`src/rtl/id_stage_pkg.sv`:
```
// Shared decode definitions for the ID stage: opcodes, ALU_OP encodings and
// the EX_CTRL bit layout consumed by the EX stage.
package id_stage_pkg;

  localparam int unsigned REG_IDX_W = 5;
  localparam int unsigned CTRL_W    = 9;

  // EX_CTRL = {REG_WRITE,MEM_TO_REG,MEM_READ,MEM_WRITE,BRANCH,ALU_SRC,REG_DST,ALU_OP[1:0]}
  localparam int unsigned CTRL_REG_WRITE  = 8;
  localparam int unsigned CTRL_MEM_TO_REG = 7;
  localparam int unsigned CTRL_MEM_READ   = 6;
  localparam int unsigned CTRL_MEM_WRITE  = 5;
  localparam int unsigned CTRL_BRANCH     = 4;
  localparam int unsigned CTRL_ALU_SRC    = 3;
  localparam int unsigned CTRL_REG_DST    = 2;
  localparam int unsigned CTRL_ALU_OP_MSB = 1;
  localparam int unsigned CTRL_ALU_OP_LSB = 0;

  typedef enum logic [5:0] {
    OP_RTYPE = 6'b000000,
    OP_BEQ   = 6'b000100,
    OP_ADDI  = 6'b001000,
    OP_LW    = 6'b100011,
    OP_SW    = 6'b101011
  } opcode_e;

  typedef enum logic [1:0] {
    ALU_OP_ADD   = 2'b00,
    ALU_OP_SUB   = 2'b01,
    ALU_OP_FUNCT = 2'b10
  } alu_op_e;

  // Unknown opcodes decode to all-zero control, i.e. a NOP.
  function automatic logic [CTRL_W-1:0] decode_ctrl(input logic [5:0] opcode);
    logic [CTRL_W-1:0] c;
    c = '0;
    case (opcode)
      OP_RTYPE: begin
        c[CTRL_REG_WRITE] = 1'b1;
        c[CTRL_REG_DST]   = 1'b1;
        c[CTRL_ALU_OP_MSB:CTRL_ALU_OP_LSB] = ALU_OP_FUNCT;
      end
      OP_LW: begin
        c[CTRL_REG_WRITE]  = 1'b1;
        c[CTRL_MEM_TO_REG] = 1'b1;
        c[CTRL_MEM_READ]   = 1'b1;
        c[CTRL_ALU_SRC]    = 1'b1;
        c[CTRL_ALU_OP_MSB:CTRL_ALU_OP_LSB] = ALU_OP_ADD;
      end
      OP_SW: begin
        c[CTRL_MEM_WRITE] = 1'b1;
        c[CTRL_ALU_SRC]   = 1'b1;
        c[CTRL_ALU_OP_MSB:CTRL_ALU_OP_LSB] = ALU_OP_ADD;
      end
      OP_BEQ: begin
        c[CTRL_BRANCH] = 1'b1;
        c[CTRL_ALU_OP_MSB:CTRL_ALU_OP_LSB] = ALU_OP_SUB;
      end
      OP_ADDI: begin
        c[CTRL_REG_WRITE] = 1'b1;
        c[CTRL_ALU_SRC]   = 1'b1;
        c[CTRL_ALU_OP_MSB:CTRL_ALU_OP_LSB] = ALU_OP_ADD;
      end
      default: c = '0;
    endcase
    return c;
  endfunction

endpackage

```
`src/rtl/id_stage_reg_file.sv`:
```
// 2R1W register file with async clear, hard-wired $0 and write-through
// bypass so a writeback in the same cycle is visible to the decoder.
module reg_file #(
  parameter int unsigned DATA_W   = 32,
  parameter int unsigned NUM_REGS = 32,
  parameter int unsigned IDX_W    = $clog2(NUM_REGS)
) (
  input  logic              clk_i,
  input  logic              rst_i,
  input  logic [IDX_W-1:0]  rd_addr_1_i,
  input  logic [IDX_W-1:0]  rd_addr_2_i,
  output logic [DATA_W-1:0] rd_data_1_o,
  output logic [DATA_W-1:0] rd_data_2_o,
  input  logic              wr_en_i,
  input  logic [IDX_W-1:0]  wr_addr_i,
  input  logic [DATA_W-1:0] wr_data_i
);

  logic [DATA_W-1:0] mem_q [NUM_REGS];
  logic              wr_valid;

  assign wr_valid = wr_en_i && (wr_addr_i != '0);

  always_ff @(posedge clk_i or posedge rst_i) begin
    if (rst_i) begin
      for (int unsigned i = 0; i < NUM_REGS; i++) begin
        mem_q[i] <= '0;
      end
    end else if (wr_valid) begin
      mem_q[wr_addr_i] <= wr_data_i;
    end
  end

  always_comb begin
    rd_data_1_o = mem_q[rd_addr_1_i];
    if (rd_addr_1_i == '0) begin
      rd_data_1_o = '0;
    end else if (wr_valid && (wr_addr_i == rd_addr_1_i)) begin
      rd_data_1_o = wr_data_i;
    end
  end

  always_comb begin
    rd_data_2_o = mem_q[rd_addr_2_i];
    if (rd_addr_2_i == '0) begin
      rd_data_2_o = '0;
    end else if (wr_valid && (wr_addr_i == rd_addr_2_i)) begin
      rd_data_2_o = wr_data_i;
    end
  end

endmodule

```
`src/rtl/id_stage.sv`:
```
// MIPS instruction-decode stage: register read, main control decode,
// immediate sign-extension and the ID/EX pipeline register.
module id_stage
  import id_stage_pkg::*;
#(
  parameter int unsigned DATA_W   = 32,
  parameter int unsigned NUM_REGS = 32
) (
  input  logic                 CLK,
  input  logic                 RST,
  input  logic [31:0]          CUR_INS,
  input  logic [DATA_W-1:0]    NEXT_INS_ADR,
  input  logic                 HOLD,
  input  logic                 FLUSH,
  input  logic                 WB_REG_WRITE,
  input  logic [REG_IDX_W-1:0] WB_WRITE_REG,
  input  logic [DATA_W-1:0]    WB_WRITE_DATA,
  output logic [DATA_W-1:0]    EX_NEXT_ADR,
  output logic [DATA_W-1:0]    EX_RD_DATA_1,
  output logic [DATA_W-1:0]    EX_RD_DATA_2,
  output logic [DATA_W-1:0]    EX_IMM,
  output logic [REG_IDX_W-1:0] EX_RT,
  output logic [REG_IDX_W-1:0] EX_RD,
  output logic [5:0]           EX_FUNCT,
  output logic [CTRL_W-1:0]    EX_CTRL
);

  logic [DATA_W-1:0]    rs_data, rt_data, imm_ext;
  logic [CTRL_W-1:0]    ctrl_dec;

  logic [DATA_W-1:0]    next_adr_d, rd_data_1_d, rd_data_2_d, imm_d;
  logic [DATA_W-1:0]    next_adr_q, rd_data_1_q, rd_data_2_q, imm_q;
  logic [REG_IDX_W-1:0] rt_d, rd_d, rt_q, rd_q;
  logic [5:0]           funct_d, funct_q;
  logic [CTRL_W-1:0]    ctrl_d, ctrl_q;

  reg_file #(
    .DATA_W   (DATA_W),
    .NUM_REGS (NUM_REGS),
    .IDX_W    (REG_IDX_W)
  ) u_reg_file (
    .clk_i       (CLK),
    .rst_i       (RST),
    .rd_addr_1_i (CUR_INS[25:21]),
    .rd_addr_2_i (CUR_INS[20:16]),
    .rd_data_1_o (rs_data),
    .rd_data_2_o (rt_data),
    .wr_en_i     (WB_REG_WRITE),
    .wr_addr_i   (WB_WRITE_REG),
    .wr_data_i   (WB_WRITE_DATA)
  );

  assign ctrl_dec = decode_ctrl(CUR_INS[31:26]);
  assign imm_ext  = {{(DATA_W-16){CUR_INS[15]}}, CUR_INS[15:0]};

  // FLUSH outranks HOLD so a stalled stage can still be squashed.
  always_comb begin
    next_adr_d  = next_adr_q;
    rd_data_1_d = rd_data_1_q;
    rd_data_2_d = rd_data_2_q;
    imm_d       = imm_q;
    rt_d        = rt_q;
    rd_d        = rd_q;
    funct_d     = funct_q;
    ctrl_d      = ctrl_q;
    if (FLUSH) begin
      next_adr_d  = '0;
      rd_data_1_d = '0;
      rd_data_2_d = '0;
      imm_d       = '0;
      rt_d        = '0;
      rd_d        = '0;
      funct_d     = '0;
      ctrl_d      = '0;
    end else if (!HOLD) begin
      next_adr_d  = NEXT_INS_ADR;
      rd_data_1_d = rs_data;
      rd_data_2_d = rt_data;
      imm_d       = imm_ext;
      rt_d        = CUR_INS[20:16];
      rd_d        = CUR_INS[15:11];
      funct_d     = CUR_INS[5:0];
      ctrl_d      = ctrl_dec;
    end
  end

  always_ff @(posedge CLK or posedge RST) begin
    if (RST) begin
      next_adr_q  <= '0;
      rd_data_1_q <= '0;
      rd_data_2_q <= '0;
      imm_q       <= '0;
      rt_q        <= '0;
      rd_q        <= '0;
      funct_q     <= '0;
      ctrl_q      <= '0;
    end else begin
      next_adr_q  <= next_adr_d;
      rd_data_1_q <= rd_data_1_d;
      rd_data_2_q <= rd_data_2_d;
      imm_q       <= imm_d;
      rt_q        <= rt_d;
      rd_q        <= rd_d;
      funct_q     <= funct_d;
      ctrl_q      <= ctrl_d;
    end
  end

  assign EX_NEXT_ADR  = next_adr_q;
  assign EX_RD_DATA_1 = rd_data_1_q;
  assign EX_RD_DATA_2 = rd_data_2_q;
  assign EX_IMM       = imm_q;
  assign EX_RT        = rt_q;
  assign EX_RD        = rd_q;
  assign EX_FUNCT     = funct_q;
  assign EX_CTRL      = ctrl_q;

endmodule
```
`config.mk`:
```
export PLATFORM = sky130hd
export DESIGN_NAME = id_stage
export DESIGN_NICKNAME = d
export VERILOG_FILES = /design/src/rtl/id_stage_pkg.sv /design/src/rtl/id_stage_reg_file.sv /design/src/rtl/id_stage.sv
export SDC_FILE = /design/constraint.sdc
export NUM_CORES = 2
export LEC_CHECK = 0
export CORE_UTILIZATION = 65
export CTS_BUF_LIST = sky130_fd_sc_hd__clkbuf_16
export CTS_CLUSTER_SIZE = 28
export DETAILED_ROUTE_END_ITERATION = 12
export PLACE_DENSITY = 0.85
export SLEW_MARGIN = 20
export SYNTH_ARGS = -nofsm -noshare
export SYNTH_HDL_FRONTEND = slang
export SYNTH_SLANG_ARGS = --single-unit
export TNS_END_PERCENT = 20
```
`constraint.sdc`:
```
create_clock -name CLK -period 97.5 [get_ports CLK]
set_clock_uncertainty 0.2 [all_clocks]
set_input_delay 9.75 -clock CLK [delete_from_list [all_inputs] [get_ports CLK]]
set_output_delay 9.75 -clock CLK [all_outputs]
set_load 0.02 [all_outputs]
```
==> summary.txt <==
Main synth FF type -> dfrtp_1
input/output buffers -> 258
Post-Route WL -> 182000 um
post-synthesis cell type count -> 47
global route overflow -> 0
FF+latch count, synth -> 1148
max_cap viols -> 0
R2R Path End -> EX_RD_DATA_2[11]
clock slew at reported path FFs -> 0.06 ns
number of antenna violations at the first check in global routing -> 7
Core ar. -> 90300 um^2
Die Width -> 304 um
Pwr Density -> 20.1 nW/um^2
TNS Setup -> 0 ns
period utilisation layout -> 13.9%
die area -> 92500 um^2
Worst Path Arrival -> 14.06 ns
final setup vio count -> 0
crit-path max FO -> 166
max-slew violations -> 0
Crit Path Category -> in2async
dominant cell by count in the synthesized netlist -> dfrtp_1
postcts setup bufs -> 0
Mapped Area -> 59300 um^2
DR pass1 iterations -> 5
met3 Resource Use GR -> 12.5%
largest net degree at the start of global routing -> 167
leading area contributor after synthesis -> dfrtp_1
cell count after placement -> 5069
Inserted Clock Buffers -> 118
critical path's top delay family -> buffers and inverters
Hold Path Depth -> 0
endpoint type of the worst setup path -> async pin
Hold WC Path Type -> reg2reg
Syn Area/Cell -> 14.7 um^2
Crit path buffers/inverters -> 6
crit-path most repeated cell -> buf_4
Worst Max-Slew Pin Slew -> 1.25 ns
final core utilization -> 72.6%
flop-to-flop setup slack -> 94.81 ns
Via density -> 7.62
vias in the first global route -> 41600
H-tree depth -> 3
Post-Synthesis Cells -> 4032
busiest grt layer -> met2
Min-Delay Startpoint -> u_reg_file.mem_q[1008]
post-route ant nets -> 0
synth cell count leaders -> dfrtp_1 (1148), mux2_2 (1052), mux4_2 (381), mux2i_1 (309), clkbuf_1 (276)
Data required, critical path -> 97.98 ns
DR WL/cell -> 34.4 um
Min-Delay Endpoint -> u_reg_file.mem_q[1008]
RSZ-0062 raised after global routing -> false
num rows -> 110
Leak -> 28.7 nW
met1 Use GR -> 52.6%
# clock sinks -> 1148
outcome -> finished, final reports clean
ys async rst share -> 100%
dpl hpwl -> 101000 um
via count -> 40300
worst reg-to-reg path cell count -> 5
Starting Density -> 65.7%
Final GP Congestion -> 0.864
layout cell share with drive strength beyond 1 -> 42.9%
cts repair resizes -> 0
max incr delay on CP -> 0.85 ns
Clk Latency, worst-skew pair -> 0.71 ns
Synth top area share -> 48.4%
TritonCTS clock tree -> yes
die span in y -> 304 um
Setup crit start kind -> primary input
min Tclk post-route -> 13.57 ns
Power, Total -> 1.32 mW
Root Buffer -> clkbuf_16
first-pass GRT wire length -> 271000 um
FMAX -> 0.0737 GHz
YS warnings -> 0
Hold Buf Count CTS -> 0
met2 Usage GRT -> 58.5%
GRT Total Usage -> 39.8%
relative slew slack -> 16.9%
CP max-delay cell -> buf_4
Mapped Nets -> 4138
Fin. Hold Viols -> 0
area grow syn2layout -> 10.5%
Ports -> 259
maximum VDD drop -> 0.0165 mV
largest cells by area after synthesis -> dfrtp_1 (48%), mux2_2 (20%), mux4_2 (14%), mux2i_1 (5.2%), clkbuf_1 (1.7%)
R2R Path Start -> u_reg_file.mem_q[523]
critical path, cell by cell -> clkdlybuf4s50_1 > inv_8 > buf_12 > buf_4 > buf_6 > buf_4
Seq/Total Area, Yosys -> 48.4%
Post-layout nets -> 4119
drt first-iter violations -> 5534
drt drc -> 0
Non-Filler Instances -> 5292
Post-synth EDFFs -> 0
CTS Buffer Depth -> 3
## how the worst max path moves through the flow
stage	from	end	cells after the start	slack [ns]
6_report	RST	u_reg_file.mem_q[859]	6	83.93
5_1_grt	RST	u_reg_file.mem_q[55]	6	83.26
4_1_cts	RST	u_reg_file.mem_q[470]	6	83.47
3_5_place_dp	RST	u_reg_file.mem_q[535]	6	82.72
3_3_place_gp	RST	u_reg_file.mem_q[535]	6	82.78
2_1_floorplan	RST	EX_CTRL[1]	1	55.22
## final cells by class
cell class / count / area [um^2]
multi-input combinational: 2393 / 28500
antenna: 5 / 12.5
inverter: 2 / 15.0
clock inverter: 100 / 709
fill: 5602 / 24700
tap: 1176 / 1470
clock buffer: 118 / 2950
timing repair buffer: 350 / 3210
sequential: 1148 / 28700
## sequential cells by signal (all words and copies together), names as in the netlist
| register | flops |
|---|---|
| EX_CTRL | 7 |
| EX_RD_DATA_1 | 32 |
| EX_IMM | 16 |
| EX_RD_DATA_2 | 32 |
| u_reg_file.mem_q | 1024 |
| EX_NEXT_ADR | 32 |
| EX_RT | 5 |
## worst reg2reg max path, delay by kind of cell (launching register included)
kind             cells  cell delay [ns]
flip-flops           1             0.38
multiplexers         1             0.47
AND/OR/NAND/NOR      1             0.15
AO/OA/AOI/OAI        3             1.36
## metrics by stage
stage | cell area [um^2] | hold slack, ns | setup slack (ns)
final | 65600 | 0.197 | 83.93
after detailed placement | 62000 | 0.183 | 82.72
after floorplan | 59300 | 0.241 | 55.22
after CTS | 65600 | 0.198 | 83.47
after global placement | 62000 | 0.177 | 82.78
after global routing | 65600 | 0.211 | 83.26
## per-layer routing
layer  wire, um  up-vias  share of wire, %
li1           -    15600                 -
met1      65800    21000                36
met2      81300     3007                45
met3      23500      770                13
met4      11400       10               6.2
met5         64        -             0.035
## cell families (layout without fill, tap and decap cells)
logic type	count (synthesis)	after routing	share of synthesized area, %
AOI/OAI and AO/OA	431	431	5.98
xor gates and xnor gates	10	10	0.148
buffers and inverters	491	570	4.01
DFF	1148	1148	48.4
muxes	1749	1749	39.8
other	0	5	0
and+or+nand+nor	203	203	1.61
## placed cells by master (no fill, tap or decap), drive strengths merged, types with 65 or more instances in the layout
cell type / n
a211oi: 69
buf: 124
clkbuf: 118
clkdlybuf4s50: 226
dfrtp: 1148
mux2: 1056
mux2i: 309
mux4: 384
nor2: 74
o22ai: 65
## where the power goes
part | internal (mW) | switching, mW | total [mW]
clock | 0.242 | 0.194 | 0.436
combinational | 0.150 | 0.108 | 0.258
sequential | 0.560 | 0.0650 | 0.625
total | 0.953 | 0.367 | 1.32
(Power assumes the default switching activity.)
